<file path="config.mk">
export PLATFORM = sky130hd
export DESIGN_NAME = relu_backward_layer
export DESIGN_NICKNAME = d
export VERILOG_FILES = /design/src/rtl/relu_backward_layer.sv
export SDC_FILE = /design/constraint.sdc
export NUM_CORES = 1
export LEC_CHECK = 0
export ABC_CLOCK_PERIOD_IN_PS = 2400
export CAP_MARGIN = 20
export CORE_AREA = 8 8 209 211
export CTS_CLUSTER_SIZE = 12
export DETAILED_ROUTE_END_ITERATION = 8
export DIE_AREA = 0 0 217 219
export GPL_TIMING_DRIVEN = 0
export PLACE_DENSITY = 0.45
export SLEW_MARGIN = 20
export SYNTH_ARGS = -nofsm -noshare
export SYNTH_HDL_FRONTEND = slang
export SYNTH_SLANG_ARGS = --single-unit
</file>
<file path="constraint.sdc">
create_clock -name clk -period 2.4 [get_ports clk]
set_input_delay 0.72 -clock clk [delete_from_list [all_inputs] [get_ports clk]]
set_output_delay 0.72 -clock clk [all_outputs]
set_load 0.01 [all_outputs]
</file>
<file path="src/rtl/relu_backward_layer.sv">
// relu_backward_layer: registered per-lane ReLU/leaky-ReLU derivative of IEEE-754 single vectors
module relu_backward_layer #(
    parameter int  WIDTH          = 8,
    parameter real NEGATIVE_SLOPE = 0.0
) (
    input  logic        clk,
    input  logic        reset,
    input  logic [31:0] id,
    input  logic [31:0] in_vec  [WIDTH-1:0],
    output logic [31:0] out_vec [WIDTH-1:0]
);
    function automatic logic [31:0] real_to_single(input real r);
        logic [63:0] d, mm, kept, mag;
        int ue, sh;
        logic g, s;
        d = $realtobits(r);
        if (d[62:52] == 11'h7FF) return {d[63], 8'hFF, (d[51:0] != 52'h0) ? 23'h40_0000 : 23'h0};
        if (d[62:52] == 11'h0) return {d[63], 31'h0};
        ue = int'(d[62:52]) - 896;
        if (ue >= 255) return {d[63], 31'h7F80_0000};
        // Subnormal results shift further right; the hidden bit then lands in the mantissa field.
        sh = (ue > 0) ? 29 : 30 - ue;
        if (sh > 54) return {d[63], 31'h0};
        mm = {11'h0, 1'b1, d[51:0]};
        kept = mm >> sh;
        g = mm[sh-1];
        s = (mm & ((64'h1 << (sh - 1)) - 64'h1)) != 64'h0;
        if (g && (s || kept[0])) kept = kept + 64'h1;
        mag = ((ue > 0) ? (64'(ue - 1) << 23) : 64'h0) + kept;
        return {d[63], (mag >= 64'h7F80_0000) ? 31'h7F80_0000 : mag[30:0]};
    endfunction

    localparam logic [31:0] SLOPE_BITS = real_to_single(NEGATIVE_SLOPE);
    localparam logic [31:0] ONE_BITS   = 32'h3F80_0000;

    logic [31:0] out_d [WIDTH-1:0];
    logic [31:0] out_q [WIDTH-1:0];
    logic        id_unused;

    assign id_unused = ^id;

    // Positive means sign clear, not +0 and not NaN; +inf still counts as positive.
    always_comb begin
        for (int i = 0; i < WIDTH; i++) begin
            out_d[i] = (!in_vec[i][31] && in_vec[i][30:0] != 31'h0 &&
                        !(in_vec[i][30:23] == 8'hFF && in_vec[i][22:0] != 23'h0)) ? ONE_BITS : SLOPE_BITS;
        end
    end

    always_ff @(posedge clk or negedge reset) begin
        if (!reset) out_q <= '{default: 32'h0};
        else        out_q <= out_d;
    end

    assign out_vec = out_q;
endmodule

</file>
# After elaboration in Yosys (flattened, before gate mapping)
# Cells that the tools add are included.
[classes]
addsub = 0
mul = 0
div = 0
magnitude_cmp = 0
n_eq_ne = 8
n_shift = 0
n_mux = 8
n_bitwise = 0
reduce_logical = 56
[op_table]
columns = ["operator", "count"]
rows = [
  ["nonzero test 31 bit", 8],
  ["2-to-1 mux 30 bit", 8],
  ["nonzero test 23 bit", 8],
  ["equality test 8 bit, second input constant", 8],
  ["logical AND 1 bit", 24],
  ["zero test 1 bit", 16],
]
[totals]
ff_bits = 240
latch_bits = 0
ram_bits = 0
mem_bits_ro = 0
input_bits = 290
output_inout_bits = 256
mem_count = 0

# Logic depth before layout (Yosys ltp)
# Gate-level depths: netlist of the first run.
[logic_depth]
depth_word = 5
mapped_depth = 4
ltp_nobuf = 4

# Worst setup path before layout of the first run
# OpenSTA, ideal clock, no wires.
[synth_timing]
path_type = "input -> register"
startpoint = "input port in_vec[112] (netlist name)"
endpoint = "register out_q, in the netlist out_vec[124]"
setup_time_ps = 126
arrival_ps = 1417
required_ps = 2274
path_slack_ps = 858
cell_stages = 3
n_path_buf = 0
path_cell_list = "nor4_1 -> nand4_1 -> o311a_1"
[synth_between]
elab_chain_len = 5
elab_cells_between_ends = 7
[synth_rtl]
columns = ["item", "line", "source"]
rows = [
  ["start: declaration", "9", "input logic [31:0] in_vec [WIDTH-1:0],"],
  ["nonzero test 23 bit", "46", "!(in_vec[i][30:23] == 8'hFF && in_vec[i][22:0] != 23'h0)) ? ONE_BITS : SLOPE_BITS;"],
  ["logical AND 1 bit", "46", ""],
  ["zero test 1 bit", "46", ""],
  ["logical AND 1 bit (*)", "45", "out_d[i] = (!in_vec[i][31] && in_vec[i][30:0] != 31'h0 &&"],
  ["2-to-1 mux 30 bit (*)", "46", ""],
  ["end signal: assignment", "52", "else out_q <= out_d;"],
  ["end: declaration", "37", "logic [31:0] out_q [WIDTH-1:0];"],
]
# Every way passes the cells marked *; elsewhere a longest branch is shown, timed or not.

# Worst setup path after layout of the first run
[layout_timing]
startpoint = "register out_q, in the netlist out_vec[252]"
endpoint = "output port out_vec[252] (netlist name)"
[layout_rtl]
columns = ["item", "line", "source"]
rows = [
  ["end: declaration", "10", "output logic [31:0] out_vec [WIDTH-1:0]"],
]
# No word-level cell between the ends.

==> results of run 1 <==
==> placed cells by master, fill, tap and decap left out, drive strengths merged <==
cell           instances
clkdlybuf4s50        313
buf                  248
conb                 200
nor4                  56
nand4                 24
nand2                 16
nor3                   8
nor2                   8
o21ai                  8
inv                    8
o311a                  8
dfrtp                  8
clkbuf                 3
==> cell usage after synthesis <==
master	count
buf_4	248
nor4_1	56
nand4_1	24
nand2_1	16
dfrtp_1	8
inv_1	8
nor2_1	8
nor3_1	8
o21ai_0	8
o311a_1	8
conb_1	1
==> kinds of logic (layout without fill, tap and decap cells) <==
family | count (synthesis) | after routing | share of synthesized area [%]
flops | 8 | 8 | 7.033
buf+inv | 256 | 572 | 66.46
other cells | 1 | 200 | 0.1317
simple gates | 112 | 112 | 22.15
compound gates | 16 | 16 | 4.220
==> how the worst max path moves through the flow <==
stage | from | end | slack [ns] | cells past startpoint
2_1_floorplan | in_vec[112] | out_vec[124] | 0.86 | 3
3_3_place_gp | in_vec[238] | out_vec[252] | 0.10 | 4
3_5_place_dp | in_vec[238] | out_vec[252] | 0.11 | 4
4_1_cts | out_vec[156] | out_vec[156] | 0.18 | 2
5_1_grt | out_vec[156] | out_vec[157] | 0.17 | 2
6_report | out_vec[252] | out_vec[252] | 0.23 | 2
==> metrics by stage <==
stage / util, % / instances
floorplan: - / 592
global placement: 18.31 / 1437
detailed placement: 18.31 / 1437
CTS: 18.50 / 1440
global route: 18.50 / 1440
finish: 18.50 / 1440
==> power by group <==
part,switching [mW],internal (mW),total [mW]
combinational,0.368,0.727,1.09
sequential,0.0157,0.143,0.158
clock,0.0721,0.215,0.288
total,0.455,1.08,1.54
==> per-layer routing <==
layer	up-vias	share of wire, %	track usage, %	routed length, um
met1	1506	33	5.952	5654
met2	258	56	13.15	9687
met5	-	0	0	0
met4	0	0.59	0.8341	103
met3	7	11	2.506	1928
li1	1954	-	-	-
==> worst max-delay path: stages (launching register included) <==
cell and delay (ns):
dfrtp_1 0.50, buf_4 0.16, clkdlybuf4s50_1 0.56
==> area by class of cell <==
type	instances	area [sq um]
inverter	8	30.03
tap	532	665.6
sequential	8	200.2
buffer	248	1862
fill	4608	32900
clock buffer	3	75.07
multi-input combinational	328	1501
timing repair buffer	313	3133
==> results_dict.tcl, run 1 <==
set metrics [dict create \
    yosys_register_bits 8 \
    grt_util_all_layers_pct 6.399 \
    largest_reg_flops 8 \
    max-vdd-ir-drop_mv 0.1566 \
    antenna_found_initial 0 \
    cts.sinks 8 \
    nets 1200 \
    fin_ws_ns 0.2265 \
    syn_to_final_growth_pct 162.3 \
    htree_levels 1 \
    syn_area_sq_um 2846 \
    crit_required_ns 1.68 \
    gp_congestion 0.8079 \
    post_cts_resize_count 0 \
    timing.final.hold_violations 0 \
    whs_ns 0.8030 \
    worstPathArrival_ns 1.45 \
    synthCells 393 \
    clk_pin_slew_ns 0.04 \
    clock_path_buffers 2 \
    diodes 0 \
    postCtsHoldBufs 0 \
    fin_crit_sh_pct 90.56 \
    dp_slack_ns 0.1069 \
    grt_max_degree 9 \
    cts_root_buffer "clkbuf_16" \
    p_total_mw 1.540 \
    syn_avg_cell_area_sq_um 7.243 \
    synth_top_cell_area_share_pct 65.41 \
    cts_tree "built" \
    path_max_fanout 7 \
    core_sq_um 40370 \
    die_y_um 219 \
    tns_ns 0 \
    setup_viol 0 \
    grt_overflow_total 0 \
    crit_path_end_kind "output pin" \
    cts_setup_buffers 0 \
    drtPass1Iterations 4 \
    synthTopCellsByArea "buf_4 65%, nor4_1 12%, dfrtp_1 7.0%" \
    dp_hpwl_um 16810 \
    rsz0062_at_grt "no" \
    vias 3725 \
    hold_path.class "input port to asynchronous set/reset pin" \
    yosys.area.top_type "buf_4" \
    start_util_pct 7.051 \
    maxCapViolCount 0 \
    routed_via_density 2.587 \
    grt_first_pass_wirelength_um 23870 \
    synthDistinctLibCells 11 \
    postLayoutCellArea_sq_um 7467 \
    synth.yosys.seq_area_share_pct 7.033 \
    fp-row-count 74 \
    status "finished, final reports clean" \
    dieArea_sq_um 47520 \
    drt-wirelength-per-cell_um 12.06 \
    slew_violations 0 \
    fp.dieW_um 217 \
    fmaxAchievable_ghz 0.4601 \
    ant_nets 0 \
    drtIter0Drc 44 \
    grt_pass1_vias 3962 \
    numCtsBuffers 3 \
    fin_crit_ns 2.174 \
    drive_above_1_share_pct 27.64 \
    portBuffers 313 \
    ios 546 \
    critPathKind "register to output pin" \
    leakage_nw 3.445 \
    synth_warnings 0 \
    placed_area_sq_um 7392 \
    finalWirelength_um 17370 \
    power_per_cell_area_nw_per_um2 206.2 \
    cp-start-kind "register" \
    drc 0 \
]
No activity file was read; power rests on OpenSTA's default activity.
==> run 2, diff against run 1 <==
==> constraint.sdc (replaced) <==
create_clock -name clk -period 2.4 [get_ports clk]
set_input_delay 0.36 -clock clk [delete_from_list [all_inputs] [get_ports clk]]
set_output_delay 0.36 -clock clk [all_outputs]
set_load 0.01 [all_outputs]
==> results of run 2 <==
Same layout as run 1 (identical final DEF). Status: finished, final reports clean.
Main changes from that run: setup slack after placement 0.1069 ns -> 0.4669 ns; setup slack after layout 0.2265 ns -> 0.5865 ns; hold slack 0.8030 ns -> 0.4430 ns
